[config.mk]
export PLATFORM = sky130hd
export DESIGN_NAME = rd_pipe_decode_flat
export DESIGN_NICKNAME = d
export VERILOG_FILES = /design/src/rtl/rd_pipe_decode_pkg.sv /design/src/rtl/rd_pipe_decode_if.sv /design/src/rtl/rd_pipe_decode_comb.sv /design/src/rtl/rd_pipe_decode.sv /design/src/flat_wrapper.sv
export SDC_FILE = /design/constraint.sdc
export NUM_CORES = 1
export LEC_CHECK = 0
export ABC_AREA = 1
export CORE_ASPECT_RATIO = 1.75
export CORE_MARGIN = 1.5
export CORE_UTILIZATION = 50
export CTS_CLUSTER_SIZE = 40
export DETAILED_ROUTE_END_ITERATION = 16
export DONT_BUFFER_PORTS = 1
export GPL_TIMING_DRIVEN = 0
export HOLD_SLACK_MARGIN = 0.02
export PLACE_DENSITY = 0.68
export SETUP_SLACK_MARGIN = 0.15
export SYNTH_ARGS = -nofsm -noshare
export SYNTH_HDL_FRONTEND = slang
export SYNTH_SLANG_ARGS = --single-unit
[constraint.sdc]
create_clock -name CLK -period 1.8 [get_ports CLK]
set_input_delay 0.54 -clock CLK [delete_from_list [all_inputs] [get_ports CLK]]
set_output_delay 0.54 -clock CLK [all_outputs]
set_load 0.02 [all_outputs]
[src/rtl/rd_pipe_decode_pkg.sv]
// Shared MIPS encodings, field slices and FSM state for the registered decode stage.
package rd_pipe_decode_pkg;

    localparam logic [5:0] OP_SPECIAL = 6'h00;
    localparam logic [5:0] OP_REGIMM  = 6'h01;
    localparam logic [5:0] OP_J       = 6'h02;
    localparam logic [5:0] OP_JAL     = 6'h03;
    localparam logic [5:0] OP_BEQ     = 6'h04;
    localparam logic [5:0] OP_BNE     = 6'h05;
    localparam logic [5:0] OP_BLEZ    = 6'h06;
    localparam logic [5:0] OP_BGTZ    = 6'h07;
    localparam logic [5:0] OP_ADDI    = 6'h08;
    localparam logic [5:0] OP_ADDIU   = 6'h09;
    localparam logic [5:0] OP_SLTI    = 6'h0A;
    localparam logic [5:0] OP_SLTIU   = 6'h0B;
    localparam logic [5:0] OP_ANDI    = 6'h0C;
    localparam logic [5:0] OP_ORI     = 6'h0D;
    localparam logic [5:0] OP_XORI    = 6'h0E;
    localparam logic [5:0] OP_LUI     = 6'h0F;
    localparam logic [5:0] OP_COP1    = 6'h11;
    localparam logic [5:0] OP_LB      = 6'h20;
    localparam logic [5:0] OP_LH      = 6'h21;
    localparam logic [5:0] OP_LW      = 6'h23;
    localparam logic [5:0] OP_LBU     = 6'h24;
    localparam logic [5:0] OP_LHU     = 6'h25;
    localparam logic [5:0] OP_SB      = 6'h28;
    localparam logic [5:0] OP_SH      = 6'h29;
    localparam logic [5:0] OP_SW      = 6'h2B;
    localparam logic [5:0] OP_LWC1    = 6'h31;
    localparam logic [5:0] OP_SWC1    = 6'h39;

    localparam logic [5:0] FN_SLL     = 6'h00;
    localparam logic [5:0] FN_SRL     = 6'h02;
    localparam logic [5:0] FN_SRA     = 6'h03;
    localparam logic [5:0] FN_SLLV    = 6'h04;
    localparam logic [5:0] FN_SRLV    = 6'h06;
    localparam logic [5:0] FN_SRAV    = 6'h07;
    localparam logic [5:0] FN_JR      = 6'h08;
    localparam logic [5:0] FN_JALR    = 6'h09;
    localparam logic [5:0] FN_SYSCALL = 6'h0C;
    localparam logic [5:0] FN_MFHI    = 6'h10;
    localparam logic [5:0] FN_MTHI    = 6'h11;
    localparam logic [5:0] FN_MFLO    = 6'h12;
    localparam logic [5:0] FN_MTLO    = 6'h13;
    localparam logic [5:0] FN_MULT    = 6'h18;
    localparam logic [5:0] FN_MULTU   = 6'h19;
    localparam logic [5:0] FN_DIV     = 6'h1A;
    localparam logic [5:0] FN_DIVU    = 6'h1B;
    localparam logic [5:0] FN_ADD     = 6'h20;
    localparam logic [5:0] FN_ADDU    = 6'h21;
    localparam logic [5:0] FN_SUB     = 6'h22;
    localparam logic [5:0] FN_SUBU    = 6'h23;
    localparam logic [5:0] FN_AND     = 6'h24;
    localparam logic [5:0] FN_OR      = 6'h25;
    localparam logic [5:0] FN_XOR     = 6'h26;
    localparam logic [5:0] FN_NOR     = 6'h27;
    localparam logic [5:0] FN_SLT     = 6'h2A;
    localparam logic [5:0] FN_SLTU    = 6'h2B;

    localparam logic [4:0] RT_BLTZ = 5'd0;
    localparam logic [4:0] RT_BGEZ = 5'd1;
    localparam logic [4:0] R0      = 5'd0;
    localparam logic [4:0] R31     = 5'd31;

    typedef enum logic [1:0] {
        ST_RUN,
        ST_SYSWAIT,
        ST_HALT
    } dec_state_e;

    typedef enum logic [1:0] {
        WB_NONE,
        WB_RT,
        WB_RD,
        WB_R31
    } wb_sel_e;

    typedef enum logic [2:0] {
        IMM_NONE,
        IMM_SEXT,
        IMM_ZEXT,
        IMM_LUI,
        IMM_JIDX
    } imm_kind_e;

    function automatic logic [5:0] f_op(input logic [31:0] w);
        return w[31:26];
    endfunction

    function automatic logic [4:0] f_rs(input logic [31:0] w);
        return w[25:21];
    endfunction

    function automatic logic [4:0] f_rt(input logic [31:0] w);
        return w[20:16];
    endfunction

    function automatic logic [4:0] f_rd(input logic [31:0] w);
        return w[15:11];
    endfunction

    function automatic logic [5:0] f_fn(input logic [31:0] w);
        return w[5:0];
    endfunction

endpackage

[src/rtl/rd_pipe_decode_if.sv]
// Fetch/execute-facing bundle of the decode stage; slave side is the decoder.
interface rd_pipe_decode_if #(
    parameter int XLEN     = 32,
    parameter int REG_BITS = 5,
    parameter int LABEL_W  = 1
);
    logic                in_valid;
    logic                in_ready;
    logic [31:0]         I1;
    logic [LABEL_W-1:0]  in_label;
    logic [REG_BITS-1:0] ex_rd;
    logic                ex_is_load;
    logic                out_valid;
    logic                out_ready;
    logic [REG_BITS-1:0] RSaddr;
    logic [REG_BITS-1:0] RTaddr;
    logic [REG_BITS-1:0] RDaddr;
    logic [XLEN-1:0]     Imm;
    logic                instIsSyscall;
    logic                illegal;
    logic [LABEL_W-1:0]  ReadLabel;
    logic [LABEL_W-1:0]  WriteLabel;
    logic                stall;

    modport master (
        output in_valid, I1, in_label, ex_rd, ex_is_load, out_ready,
        input  in_ready, out_valid, RSaddr, RTaddr, RDaddr, Imm,
               instIsSyscall, illegal, ReadLabel, WriteLabel, stall
    );

    modport slave (
        input  in_valid, I1, in_label, ex_rd, ex_is_load, out_ready,
        output in_ready, out_valid, RSaddr, RTaddr, RDaddr, Imm,
               instIsSyscall, illegal, ReadLabel, WriteLabel, stall
    );
endinterface

[src/rtl/rd_pipe_decode_comb.sv]
// Pure combinational MIPS field decode: specifiers, extended immediate, syscall/illegal.
module rd_decode_comb
    import rd_pipe_decode_pkg::*;
#(
    parameter int XLEN     = 32,
    parameter int REG_BITS = 5
) (
    input  logic [31:0]         instr_i,
    output logic [REG_BITS-1:0] rs_o,
    output logic [REG_BITS-1:0] rt_o,
    output logic [REG_BITS-1:0] rd_o,
    output logic [XLEN-1:0]     imm_o,
    output logic                syscall_o,
    output logic                illegal_o
);
    logic [5:0] op;
    logic [5:0] fn;
    logic [4:0] rt_f;
    wb_sel_e    wb;
    imm_kind_e  ik;
    logic       ill;
    logic       sys;

    assign op   = f_op(instr_i);
    assign fn   = f_fn(instr_i);
    assign rt_f = f_rt(instr_i);

    assign rs_o = REG_BITS'(f_rs(instr_i));
    assign rt_o = REG_BITS'(rt_f);

    always_comb begin
        wb  = WB_NONE;
        ik  = IMM_NONE;
        ill = 1'b0;
        sys = 1'b0;
        case (op)
            OP_SPECIAL: case (fn)
                FN_SLL, FN_SRL, FN_SRA, FN_SLLV, FN_SRLV, FN_SRAV,
                FN_JALR, FN_MFHI, FN_MFLO,
                FN_ADD, FN_ADDU, FN_SUB, FN_SUBU,
                FN_AND, FN_OR, FN_XOR, FN_NOR, FN_SLT, FN_SLTU: wb = WB_RD;
                FN_JR, FN_MTHI, FN_MTLO,
                FN_MULT, FN_MULTU, FN_DIV, FN_DIVU: wb = WB_NONE;
                FN_SYSCALL: sys = 1'b1;
                default: ill = 1'b1;
            endcase
            OP_REGIMM: begin
                if (rt_f == RT_BLTZ || rt_f == RT_BGEZ) ik = IMM_SEXT;
                else                                    ill = 1'b1;
            end
            OP_J:   ik = IMM_JIDX;
            OP_JAL: begin
                ik = IMM_JIDX;
                wb = WB_R31;
            end
            OP_BEQ, OP_BNE, OP_BLEZ, OP_BGTZ,
            OP_SB, OP_SH, OP_SW: ik = IMM_SEXT;
            OP_ADDI, OP_ADDIU, OP_SLTI, OP_SLTIU,
            OP_LB, OP_LH, OP_LW, OP_LBU, OP_LHU: begin
                ik = IMM_SEXT;
                wb = WB_RT;
            end
            OP_ANDI, OP_ORI, OP_XORI: begin
                ik = IMM_ZEXT;
                wb = WB_RT;
            end
            OP_LUI: begin
                ik = IMM_LUI;
                wb = WB_RT;
            end
            // FPU ops are accepted but flow through as NOPs
            OP_COP1, OP_LWC1, OP_SWC1: ik = IMM_NONE;
            default: ill = 1'b1;
        endcase
        if (ill) begin
            wb  = WB_NONE;
            ik  = IMM_NONE;
            sys = 1'b0;
        end
    end

    always_comb begin
        case (wb)
            WB_RT:   rd_o = REG_BITS'(rt_f);
            WB_RD:   rd_o = REG_BITS'(f_rd(instr_i));
            WB_R31:  rd_o = REG_BITS'(R31);
            default: rd_o = REG_BITS'(R0);
        endcase
        case (ik)
            IMM_SEXT: imm_o = XLEN'($signed(instr_i[15:0]));
            IMM_ZEXT: imm_o = XLEN'(instr_i[15:0]);
            IMM_LUI:  imm_o = XLEN'($signed({instr_i[15:0], 16'h0000}));
            IMM_JIDX: imm_o = XLEN'(instr_i[25:0]);
            default:  imm_o = '0;
        endcase
    end

    assign syscall_o = sys;
    assign illegal_o = ill;

endmodule

[src/rtl/rd_pipe_decode.sv]
// Registered decode stage: valid/ready handshake, load-use hazard, syscall stall FSM.
// Optional ILLEGAL_TRAP_EN: accepting an illegal opcode parks the stage in HALT until MRST.
module rd_pipe_decode
    import rd_pipe_decode_pkg::*;
#(
    parameter int XLEN          = 32,
    parameter int REG_BITS      = 5,
    parameter int SYSCALL_STALL = 2,
    parameter int LABEL_W       = 1
) (
    input logic              CLK,
    input logic              MRST,
    rd_pipe_decode_if.slave  bus
);
    logic [REG_BITS-1:0] dec_rs;
    logic [REG_BITS-1:0] dec_rt;
    logic [REG_BITS-1:0] dec_rd;
    logic [XLEN-1:0]     dec_imm;
    logic                dec_sys;
    logic                dec_ill;

    dec_state_e          state_q, state_d;
    logic [3:0]          cnt_q, cnt_d;

    logic                out_valid_q;
    logic [REG_BITS-1:0] rs_q, rt_q, rd_q;
    logic [XLEN-1:0]     imm_q;
    logic                sys_q, ill_q;
    logic [LABEL_W-1:0]  rlabel_q, wlabel_q;

    logic                hazard;
    logic                in_ready;
    logic                accept;

    rd_decode_comb #(
        .XLEN     (XLEN),
        .REG_BITS (REG_BITS)
    ) u_dec (
        .instr_i   (bus.I1),
        .rs_o      (dec_rs),
        .rt_o      (dec_rt),
        .rd_o      (dec_rd),
        .imm_o     (dec_imm),
        .syscall_o (dec_sys),
        .illegal_o (dec_ill)
    );

    // Raw rs/rt slices are compared regardless of opcode, matching the fetch-side view.
    assign hazard   = bus.ex_is_load && (bus.ex_rd != '0) &&
                      ((bus.ex_rd == dec_rs) || (bus.ex_rd == dec_rt));
    assign in_ready = (state_q == ST_RUN) && !hazard && (!out_valid_q || bus.out_ready);
    assign accept   = bus.in_valid && in_ready;

    always_comb begin
        state_d = state_q;
        cnt_d   = cnt_q;
        case (state_q)
            ST_RUN: begin
                if (accept && dec_sys) begin
                    state_d = ST_SYSWAIT;
                    cnt_d   = 4'(SYSCALL_STALL);
                end
`ifdef ILLEGAL_TRAP_EN
                if (accept && dec_ill) state_d = ST_HALT;
`endif
            end
            ST_SYSWAIT: begin
                if (cnt_q <= 4'd1) begin
                    state_d = ST_RUN;
                    cnt_d   = 4'd0;
                end else begin
                    cnt_d = cnt_q - 4'd1;
                end
            end
            ST_HALT: state_d = ST_HALT;
            default: begin
                state_d = ST_RUN;
                cnt_d   = 4'd0;
            end
        endcase
    end

    always_ff @(posedge CLK) begin
        if (MRST) begin
            state_q     <= ST_RUN;
            cnt_q       <= 4'd0;
            out_valid_q <= 1'b0;
            rs_q        <= '0;
            rt_q        <= '0;
            rd_q        <= '0;
            imm_q       <= '0;
            sys_q       <= 1'b0;
            ill_q       <= 1'b0;
            rlabel_q    <= '0;
            wlabel_q    <= '0;
        end else begin
            state_q <= state_d;
            cnt_q   <= cnt_d;
            if (accept) begin
                out_valid_q <= 1'b1;
                rs_q        <= dec_rs;
                rt_q        <= dec_rt;
                rd_q        <= dec_rd;
                imm_q       <= dec_imm;
                sys_q       <= dec_sys;
                ill_q       <= dec_ill;
                rlabel_q    <= bus.in_label;
                wlabel_q    <= bus.in_label;
            end else if (bus.out_ready) begin
                out_valid_q <= 1'b0;
            end
        end
    end

    assign bus.in_ready      = in_ready;
    assign bus.out_valid     = out_valid_q;
    assign bus.RSaddr        = rs_q;
    assign bus.RTaddr        = rt_q;
    assign bus.RDaddr        = rd_q;
    assign bus.Imm           = imm_q;
    assign bus.instIsSyscall = sys_q;
    assign bus.illegal       = ill_q;
    assign bus.ReadLabel     = rlabel_q;
    assign bus.WriteLabel    = wlabel_q;
    assign bus.stall         = (hazard && bus.in_valid) || (state_q != ST_RUN);

endmodule

[src/flat_wrapper.sv]
// flat-port wrapper written by rule: the top's interface ports become plain ports
module rd_pipe_decode_flat import rd_pipe_decode_pkg::*;
#(
    parameter int XLEN          = 32,
    parameter int REG_BITS      = 5,
    parameter int SYSCALL_STALL = 2,
    parameter int LABEL_W       = 1
)
  (CLK, MRST, bus_in_valid, bus_I1, bus_in_label, bus_ex_rd, bus_ex_is_load, bus_out_ready, bus_in_ready, bus_out_valid, bus_RSaddr, bus_RTaddr, bus_RDaddr, bus_Imm, bus_instIsSyscall, bus_illegal, bus_ReadLabel, bus_WriteLabel, bus_stall);
  rd_pipe_decode_if #(.XLEN(XLEN), .REG_BITS(REG_BITS), .LABEL_W(LABEL_W)) bus_i ();
  input logic CLK;
  input logic MRST;
  input wire logic [$bits(bus_i.in_valid)-1:0] bus_in_valid;
  input wire logic [$bits(bus_i.I1)-1:0] bus_I1;
  input wire logic [$bits(bus_i.in_label)-1:0] bus_in_label;
  input wire logic [$bits(bus_i.ex_rd)-1:0] bus_ex_rd;
  input wire logic [$bits(bus_i.ex_is_load)-1:0] bus_ex_is_load;
  input wire logic [$bits(bus_i.out_ready)-1:0] bus_out_ready;
  output wire logic [$bits(bus_i.in_ready)-1:0] bus_in_ready;
  output wire logic [$bits(bus_i.out_valid)-1:0] bus_out_valid;
  output wire logic [$bits(bus_i.RSaddr)-1:0] bus_RSaddr;
  output wire logic [$bits(bus_i.RTaddr)-1:0] bus_RTaddr;
  output wire logic [$bits(bus_i.RDaddr)-1:0] bus_RDaddr;
  output wire logic [$bits(bus_i.Imm)-1:0] bus_Imm;
  output wire logic [$bits(bus_i.instIsSyscall)-1:0] bus_instIsSyscall;
  output wire logic [$bits(bus_i.illegal)-1:0] bus_illegal;
  output wire logic [$bits(bus_i.ReadLabel)-1:0] bus_ReadLabel;
  output wire logic [$bits(bus_i.WriteLabel)-1:0] bus_WriteLabel;
  output wire logic [$bits(bus_i.stall)-1:0] bus_stall;
  assign bus_i.in_valid = bus_in_valid;
  assign bus_i.I1 = bus_I1;
  assign bus_i.in_label = bus_in_label;
  assign bus_i.ex_rd = bus_ex_rd;
  assign bus_i.ex_is_load = bus_ex_is_load;
  assign bus_i.out_ready = bus_out_ready;
  assign bus_in_ready = bus_i.in_ready;
  assign bus_out_valid = bus_i.out_valid;
  assign bus_RSaddr = bus_i.RSaddr;
  assign bus_RTaddr = bus_i.RTaddr;
  assign bus_RDaddr = bus_i.RDaddr;
  assign bus_Imm = bus_i.Imm;
  assign bus_instIsSyscall = bus_i.instIsSyscall;
  assign bus_illegal = bus_i.illegal;
  assign bus_ReadLabel = bus_i.ReadLabel;
  assign bus_WriteLabel = bus_i.WriteLabel;
  assign bus_stall = bus_i.stall;
  rd_pipe_decode #(.XLEN(XLEN), .REG_BITS(REG_BITS), .SYSCALL_STALL(SYSCALL_STALL), .LABEL_W(LABEL_W)) u_core (.CLK(CLK), .MRST(MRST), .bus(bus_i));
endmodule
After elaboration in Yosys (flattened, before gate mapping)
Cells that the tools add are included.
W data, S select, Z words.
{"block": "totals", "reg_bits": 57, "latch_bits": 0, "ram_bits": 0, "romBits": 0, "in_bits": 43, "output_inout_bits": 54, "word_cells": 130, "mem_count": 0}
{"block": "op_classes", "n_addsub": 1, "n_mul": 0, "div_mod_pow": 0, "order_cmp": 1, "n_eq_ne": 66, "n_shift": 0, "n_mux": 22, "bitwise": 1, "reduce_logical": 29}
{"cell": "$pmux W32 S4", "n": 1}
{"cell": "$eq A6 B6 Y1 const B", "n": 20}
{"cell": "$eq A6 B4 Y1 const B", "n": 11}
{"cell": "$eq A6 B5 Y1 const B", "n": 9}
{"cell": "$eq A6 B3 Y1 const B", "n": 7}
{"cell": "$reduce_or A27 Y1", "n": 1}
{"cell": "$reduce_or A25 Y1", "n": 1}
{"cell": "$eq A6 B2 Y1 const B", "n": 4}
{"cell": "$reduce_or A19 Y1", "n": 1}
{"cell": "$reduce_or A16 Y1", "n": 1}
{"cell": "$pmux W3 S5", "n": 1}
{"cell": "$pmux W5 S3", "n": 1}
{"cell": "$reduce_or A13 Y1", "n": 1}
{"cell": "$logic_not A6 Y1", "n": 2}
{"cell": "$pmux W2 S3", "n": 2}
{"cell": "$pmux W4 S3", "n": 1}
{"cell": "$eq A5 B5 Y1", "n": 2}
{"cell": "$mux W1", "n": 8}
{"cell": "$mux W2", "n": 4}
{"cell": "$mux W4", "n": 2}
{"cell": "$logic_and A1 B1 Y1", "n": 7}
{"cell": "$eq A2 B2 Y1 const B", "n": 3}
{"cell": "$eq A3 B2 Y1 const B", "n": 2}
{"cell": "$eq A6 B1 Y1 const B", "n": 1}
{"cell": "other kinds (20)", "n": 27}

Depth between registers and ports, before layout
Gate-level depths: netlist of the first run.
{"block": "depth", "depth_word": 10, "mapped_depth": 13, "ltp_nobuf": 12}

Cells and area by module
From an unflattened synthesis of the first run, not the netlist that was laid out.
{"block": "hier_totals", "cells_unflattened": 533, "area_unflattened_um2": 3407.0}
{"mod": "rd_pipe_decode", "instances": 1, "cells_each": 316, "area_per_inst_um2": 2372.3, "seq_area_each_um2": 1141.1}
{"mod": "rd_decode_comb", "instances": 1, "cells_each": 217, "area_per_inst_um2": 1034.7, "seq_area_each_um2": 0.0}

Worst setup path after synthesis of the first run
Ideal clock, no wire load.
{"block": "synth_timing", "kind": "input to output", "from": "input bus_ex_rd[4]", "to": "output bus_stall", "arrival_time_ps": 1439, "required_time_ps": 1260, "slack_ps": -179, "cell_stages": 8, "path_buffers": 0, "cell_sequence": "inv_1 -> nand2_1 -> nand2_1 -> nor2_1 -> nand3_1 -> nand2_1 -> nand2_1 -> o21ai_0"}
{"block": "synth_via", "elab_chain_len": 5, "elab_cells_between_ends": 8, "cone_classes": "eq/ne (2); reduce/logical (6)"}
{"element": "start, declared", "line": "flat_wrapper.sv:16", "rtl": "input wire logic [$bits(bus_i.ex_rd)-1:0] bus_ex_rd;"}
{"element": "$eq A5 B5 Y1 or $reduce_bool A5 Y1 (tied branches)", "line": "rd_pipe_decode.sv:50, rd_pipe_decode.sv:49"}
{"element": "$logic_or A1 B1 Y1 or $logic_and A1 B1 Y1 (tied branches)", "line": "rd_pipe_decode.sv:50, rd_pipe_decode.sv:49"}
{"element": "$logic_and A1 B1 Y1 (*)", "line": "rd_pipe_decode.sv:49", "rtl": "assign hazard = bus.ex_is_load && (bus.ex_rd != '0) &&"}
{"element": "$logic_and A1 B1 Y1 (*)", "line": "rd_pipe_decode.sv:125", "rtl": "assign bus.stall = (hazard && bus.in_valid) || (state_q != ST_RUN);"}
{"element": "$logic_or A1 B1 Y1 (*)", "line": "rd_pipe_decode.sv:125"}
{"element": "end, declared", "line": "flat_wrapper.sv:29", "rtl": "output wire logic [$bits(bus_i.stall)-1:0] bus_stall;"}
Every way passes the cells marked *; elsewhere a longest branch is shown, timed or not.

Worst setup path in the final report of the first run
{"block": "layout_timing", "from": "input bus_I1[16]", "to": "output bus_stall"}
{"block": "layout_via", "elab_chain_len": 5}
{"element": "start, declared", "line": "flat_wrapper.sv:14", "rtl": "input wire logic [$bits(bus_i.I1)-1:0] bus_I1;"}
{"element": "$eq A5 B5 Y1", "line": "rd_pipe_decode.sv:50", "rtl": "((bus.ex_rd == dec_rs) || (bus.ex_rd == dec_rt));"}
{"element": "$logic_or A1 B1 Y1", "line": "rd_pipe_decode.sv:50"}
{"element": "$logic_and A1 B1 Y1", "line": "rd_pipe_decode.sv:49"}
{"element": "$logic_and A1 B1 Y1", "line": "rd_pipe_decode.sv:125"}
{"element": "$logic_or A1 B1 Y1", "line": "rd_pipe_decode.sv:125"}
Every way passes these cells.

==> results.sh, run 1 <==
export IMPL_run_status="completed"
export IMPL_clock_skew_ns=0.00646
export IMPL_grt_usage_pct=28.3
export IMPL_synthTopCellsByArea="dfxtp_1 (40%), nand2_1 (14%), a21oi_1 (8.2%)"
export IMPL_syn_to_final_growth_pct=25.0
export IMPL_finalCoreUtilization_pct=64.7
export IMPL_normalized_max_slew_margin_pct=60.5
export IMPL_hold_class="in -> reg"
export IMPL_routed_wirelength_mm=8.60
export IMPL_max_clock_freq_mhz=563
export IMPL_synth_area_mux_share_pct=0
export IMPL_synth_nets=483
export IMPL_power_ir_vdd_worst_uv=592
export IMPL_worst_r2r_path_depth=7
export IMPL_core_region_area_sq_mm=0.00554
export IMPL_count_of_buffers_from_port_buffering=0
export IMPL_antenna_found_initial=0
export IMPL_hold_start="bus_I1[24]"
export IMPL_synth_area_in_simple_gates_pct=29.3
export IMPL_clock_sinks=57
export IMPL_place_area_sq_mm=0.00302
export IMPL_worstSetupStartpointType="input port"
export IMPL_worstPathRequired_ns=1.26
export IMPL_arrival_time_at_the_worst_endpoint_ns=1.24
export IMPL_asyncSetResetFlopFracSynth_pct=0
export IMPL_dp_worst_setup_slack_ns=-0.165
export IMPL_die_w_um=60.3
export IMPL_drt_pre_antenna_iters=4
export IMPL_clk_path_buf_depth=2
export IMPL_remaining_global_route_overflow=0
export IMPL_rsz0062_at_grt="yes"
export IMPL_ys_warn_count=0
export IMPL_hold_viol=0
export IMPL_antennaDiodeCount=0
export IMPL_predominant_post_synthesis_flop_cell="dfxtp_1"
export IMPL_setup_worst_path_end_class="output port"
export IMPL_yosys_cell_types_count=26
export IMPL_measured_slew_at_the_worst_slew_check_pin_ns=0.592
export IMPL_post_synth_xor_area_fraction_pct=0.915
export IMPL_fin_total_pwr_w=0.00306
export IMPL_drc=0
export IMPL_detailedRoute_firstIterationViolations=112
export IMPL_synth_top_area_share_pct=39.8
export IMPL_ys_top_cells_by_count="nand2_1 (106), dfxtp_1 (57), nor2_1 (50)"
export IMPL_tritoncts="built"
export IMPL_number_of_buffers_added_by_the_clock_tree_synthesis_step=9
export IMPL_initial_core_util_pct=51.8
export IMPL_chipHeight_um=103
export IMPL_timing_rr_start="u_core.state_q[1]$_SDFFE_PP0P_"
export IMPL_finish_net_count=500
export IMPL_critPathKind="in -> out"
export IMPL_synthesis_instances=438
export IMPL_floorplan_die_area_sq_mm=0.00622
export IMPL_place_gp_congestion=0.862
export IMPL_rows=36
export IMPL_layout_worst_path_cycle_share_pct=98.7
export IMPL_vias=2897
export IMPL_timing_hold_worst_endpoint="u_core.bus.RSaddr[3]$_SDFFE_PP0P_"
export IMPL_max_transition_viols_final=0
export IMPL_hold_worst_slack_ns=0.301
export IMPL_synth_most_common_cell="nand2_1"
export IMPL_mappedNetlistArea_sq_mm=0.00287
export IMPL_grt_start_max_net_pins=11
export IMPL_synth_compound_gate_area_share_pct=18.4
export IMPL_critPathMaxFanout=5
export IMPL_final_critical_path_setup_slack_ns=0.0241
export IMPL_worstHoldPathCells=2
export IMPL_clockRootBuffer="clkbuf_8"
export IMPL_synth_edff_count=0
export IMPL_synth_top_cell_by_area="dfxtp_1"
export IMPL_grt_pass1_vias=2832
export IMPL_grt_first_pass_wirelength_mm=13.1
export IMPL_postRouteAntennaNets=0
export IMPL_fillCellCount=511
export IMPL_timing_rr_end="u_core.bus.Imm[9]$_SDFFE_PP0P_"
export IMPL_routed_length_per_instance_um=16.1
export IMPL_worst_skew_pair_late_latency_ns=0.35
export IMPL_power_static_leakage_nw=1.48
export IMPL_setup_violations_final=0
export IMPL_power_density_mw_per_mm2=853
export IMPL_cts_htree_levels=3
export IMPL_seqCellArea_sq_mm=0.00114
export IMPL_period_needed_ns=1.78
export IMPL_avgViaCountPerCell=5.41
export IMPL_dpl_hpwl_mm=6.50
export IMPL_synth_ff_latch_count=57
export IMPL_drv_cap=0
export IMPL_post_route_cells_drive_above_1_share_pct=21.6
export IMPL_rrSetupSlack_ns=0.21
export IMPL_seq_area_frac_synth_pct=39.8
export IMPL_multiInputGateArea_sq_mm=0.00166
export IMPL_combinational_family_with_the_most_area_after_synthesis="simple AND/OR/NAND/NOR gates"
export IMPL_top_level_ports=97
export IMPL_synthAdderAreaFrac_pct=0.872
export IMPL_post_route_cell_area_sq_mm=0.00359
export IMPL_synth_avg_cell_area_sq_um=6.55
export IMPL_clkTransAtPathRegs_ns=0.07
-- cell usage in the layout (no fill, tap or decap), types with 9 or more instances in the layout --
| cell type | count |
|---|---|
| o21ai_0 | 24 |
| a21oi_1 | 41 |
| o21ai_1 | 13 |
| clkbuf_8 | 10 |
| inv_1 | 38 |
| o22ai_1 | 9 |
| nand2_2 | 11 |
| nand3_1 | 30 |
| nor2_1 | 34 |
| nor2_2 | 9 |
| dfxtp_1 | 57 |
| nand2_1 | 89 |
-- sequential cells by signal, indices dropped and copies added (netlist names) --
name                      flops
u_core.bus.Imm               32
u_core.bus.RDaddr             5
u_core.bus.RSaddr             5
u_core.bus.RTaddr             5
u_core.bus.ReadLabel          1
u_core.bus.illegal            1
u_core.bus.instIsSyscall      1
u_core.bus.out_valid          1
u_core.cnt_q                  4
u_core.state_q                2
-- area by class of cell --
cell class              instances  share of cell area [%]
plain buffers                  21                    5.65
clock buffers                  10                    3.84
clock inverters                 5                    1.57
inverters                      52                    6.98
multi-input cells             308                    46.3
flip-flops and latches         57                    31.8
well taps                      76                    2.65
repair buffers                  6                    1.19
-- worst max-delay path by stage --
stage / endpoint / start / depth (start not counted) / slack (ns)
after floorplan: bus_stall / bus_ex_rd[4] / 8 / 0.08
after global placement: u_core.cnt_q[0]$_SDFFE_PP0P_ / bus_I1[31] / 10 / -0.15
after detailed placement: u_core.bus.Imm[7]$_SDFFE_PP0P_ / bus_I1[21] / 13 / -0.16
after CTS: bus_in_ready / bus_ex_rd[0] / 9 / 0.008
after global routing: bus_in_ready / bus_ex_rd[3] / 7 / -0.06
final: bus_stall / bus_I1[16] / 7 / 0.02
-- per-layer routing --
| metal | GRT usage, % | vias up | part of all wire, % |
|---|---|---|---|
| li1 | - | 1460 | - |
| met1 | 27.7 | 1289 | 36 |
| met2 | 50.0 | 120 | 53 |
| met3 | 9.20 | 28 | 7.9 |
| met4 | 16.9 | 0 | 3.5 |
| met5 | 0 | - | 0 |
-- critical path: stages --
cell     delay (ns)
nor2_4         0.09
nor2_2         0.04
nor2_1         0.10
nand3_1        0.09
nand2_2        0.09
nand2_4        0.07
o21ai_4        0.22
-- per-stage QoR --
step	TNS (ns)	std cells
after floorplan	0	438
after global placement	-5.88	514
after CTS	0	529
after detailed placement	-7.29	514
after global routing	-0.152	535
final	0	535
-- cell families after synthesis --
group           Yosys count
compound gates          100
fa+ha+maj                 2
xor+xnor                  3
buf+inv                  73
simple gates            203
flops                    57
-- report_power, final --
group          internal, W  switching (W)  leakage, nW
clock network     0.000665       0.000526       0.0981
registers          0.00132       0.000106        0.464
logic             0.000185       0.000260        0.915
-- timing repair --
| item | CTS | global route |
|---|---|---|
| buffers inserted | 0 | 5 |
| cloned | 0 | 1 |
| gates resized for setup | 19 | 93 |
| hold buffers | 0 | 0 |
| setup endpoints to repair | 2 | 57 |
| pin swaps | 7 | 34 |
No activity file was read; power rests on OpenSTA's default activity.
==> run 2, diff against run 1 <==
GPL_ROUTABILITY_DRIVEN = 0   (was unset)
==> run 2 against run 1 <==
  * Core utilization up 5.3 points
  * Clock skew hardly changed
  * Maximum frequency shrank 1.3%
  * Final cell count grew 1.5%
  * Largest power group unchanged
  * Highest routed layer unchanged
==> results.sh, run 2 (same netlist as run 1, synthesis figures left out) <==
export IMPL_postRouteAntennaNets=0
export IMPL_power_ir_vdd_worst_uv=750
export IMPL_arrival_time_at_the_worst_endpoint_ns=1.26
export IMPL_grt_start_max_net_pins=11
export IMPL_count_of_buffers_from_port_buffering=0
export IMPL_rows=36
export IMPL_rsz0062_at_grt="yes"
export IMPL_worstSetupStartpointType="input port"
export IMPL_hold_viol=0
export IMPL_routed_length_per_instance_um=17.0
export IMPL_dpl_hpwl_mm=6.39
export IMPL_antennaDiodeCount=0
export IMPL_detailedRoute_firstIterationViolations=142
export IMPL_power_static_leakage_nw=1.60
export IMPL_largest_reg_flops=32
export IMPL_vias=3046
export IMPL_period_needed_ns=1.80
export IMPL_setup_worst_path_end_class="output port"
export IMPL_clock_skew_ns=0.00661
export IMPL_grt_pass1_vias=2761
export IMPL_avgViaCountPerCell=5.61
export IMPL_critPathKind="in -> out"
export IMPL_tritoncts="built"
export IMPL_finalCoreUtilization_pct=70.1
export IMPL_grt_usage_pct=27.7
export IMPL_syn_to_final_growth_pct=35.2
export IMPL_cts_htree_levels=3
export IMPL_setup_violations_final=0
export IMPL_top_level_ports=97
export IMPL_normalized_max_slew_margin_pct=59.7
export IMPL_worst_skew_pair_late_latency_ns=0.35
export IMPL_core_region_area_sq_mm=0.00554
export IMPL_worst_r2r_path_depth=9
export IMPL_clk_path_buf_depth=2
export IMPL_worstHoldPathCells=2
export IMPL_hold_class="in -> reg"
export IMPL_rrSetupSlack_ns=0.09
export IMPL_max_transition_viols_final=0
export IMPL_max_clock_freq_mhz=556
export IMPL_measured_slew_at_the_worst_slew_check_pin_ns=0.605
export IMPL_timing_rr_start="u_core.state_q[1]$_SDFFE_PP0P_"
export IMPL_post_place_cells=514
export IMPL_clockRootBuffer="clkbuf_8"
export IMPL_post_route_cells_drive_above_1_share_pct=32.1
export IMPL_most_common_library_cell_in_the_layout_ignoring_fill_and_taps="nand2_1"
export IMPL_worstPathRequired_ns=1.26
export IMPL_number_of_buffers_added_by_the_clock_tree_synthesis_step=9
export IMPL_grt_first_pass_wirelength_mm=12.8
export IMPL_final_cell_mix="nand2_1 (79), dfxtp_1 (57), inv_1 (38)"
export IMPL_clkTransAtPathRegs_ns=0.07
export IMPL_worst_setup_path_startpoint="bus_I1[22]"
export IMPL_layoutNonFillerInstCount=543
export IMPL_clock_sinks=57
export IMPL_initial_core_util_pct=51.8
export IMPL_chipHeight_um=103
export IMPL_finish_net_count=508
export IMPL_antenna_found_initial=0
export IMPL_drt_pre_antenna_iters=5
export IMPL_critPathMaxFanout=3
export IMPL_floorplan_die_area_sq_mm=0.00622
export IMPL_power_density_mw_per_mm2=812
export IMPL_drv_cap=0
export IMPL_run_status="completed"
export IMPL_hold_start="bus_I1[17]"
export IMPL_drc=0
export IMPL_hold_worst_slack_ns=0.317
export IMPL_layout_worst_path_cycle_share_pct=99.9
export IMPL_remaining_global_route_overflow=0
export IMPL_die_w_um=60.3
export IMPL_routed_wirelength_mm=9.22
-- run 2: cell count changes in the layout (fill, tap and decap cells not counted), moves of 3 or more --
cell	change
a21oi_1	-15
a21oi_2	+15
nand3_2	+11
nand2_1	-10
nand3_1	-10
o21ai_2	+8
nand2_2	+7
o21ai_1	-6
buf_6	+4
buf_8	+3
nand2_4	+3
o21ai_0	-3
-- run 2: area by class of cell --
cell class,instances,area (sq um)
multi-input combinational,308,1840
fill,460,1660
sequential,57,1140
inverter,52,243
buffer,21,201
timing repair buffer,14,166
clock buffer,10,138
tap,76,95.1
clock inverter,5,56.3
-- run 2: path summary, 6_finish.rpt --
path,to
worst max-delay path,bus_stall
worst min-delay path,u_core.bus.RTaddr[1]$_SDFFE_PP0P_
worst max register to register,u_core.bus.Imm[13]$_SDFFE_PP0P_
worst min register to register,u_core.cnt_q[0]$_SDFFE_PP0P_
-- run 2: stage by stage --
step	setup WS, ns	TNS [ns]	power (W)	cell area (sq um)
2_1_floorplan	0.0812	0	0.00171	2920
3_3_place_gp	-0.161	-6.69	0.00179	3020
3_5_place_dp	-0.180	-8.33	0.00179	3020
4_1_cts	0.00737	0	0.00296	3240
5_1_grt	-0.0812	-0.943	0.00326	3880
6_report	0.00143	0	0.00315	3880
-- run 2: routing by layer --
| metal | wire length (um) | GRT usage (%) | share of wire [%] |
|---|---|---|---|
| met1 | 3110 | 28.5 | 34 |
| met2 | 4940 | 46.6 | 54 |
| met3 | 741 | 9.70 | 8.0 |
| met4 | 440 | 17.6 | 4.8 |
| met5 | 0 | 0 | 0 |
-- run 2: what timing repair did --
action                                  4_1_cts  5_1_grt
setup buffers                                 1        9
cloned                                        0        4
pin swaps                                     5       57
endpoints found under the setup margin        2       57
hold buffers                                  0        0
resized for setup                            12      153
-- run 2: where the power goes --
group,switching (W),internal (W)
clock network,0.000523,0.000665
logic,0.000315,0.000229
registers,0.000105,0.00132
-- run 2: critical path, stage by stage --
cell	delay [ns]
inv_8	0.02
nand2_2	0.05
nand2_2	0.04
nor2_2	0.11
nand3_1	0.10
nand2_1	0.08
nand2_2	0.10
o21ai_4	0.21
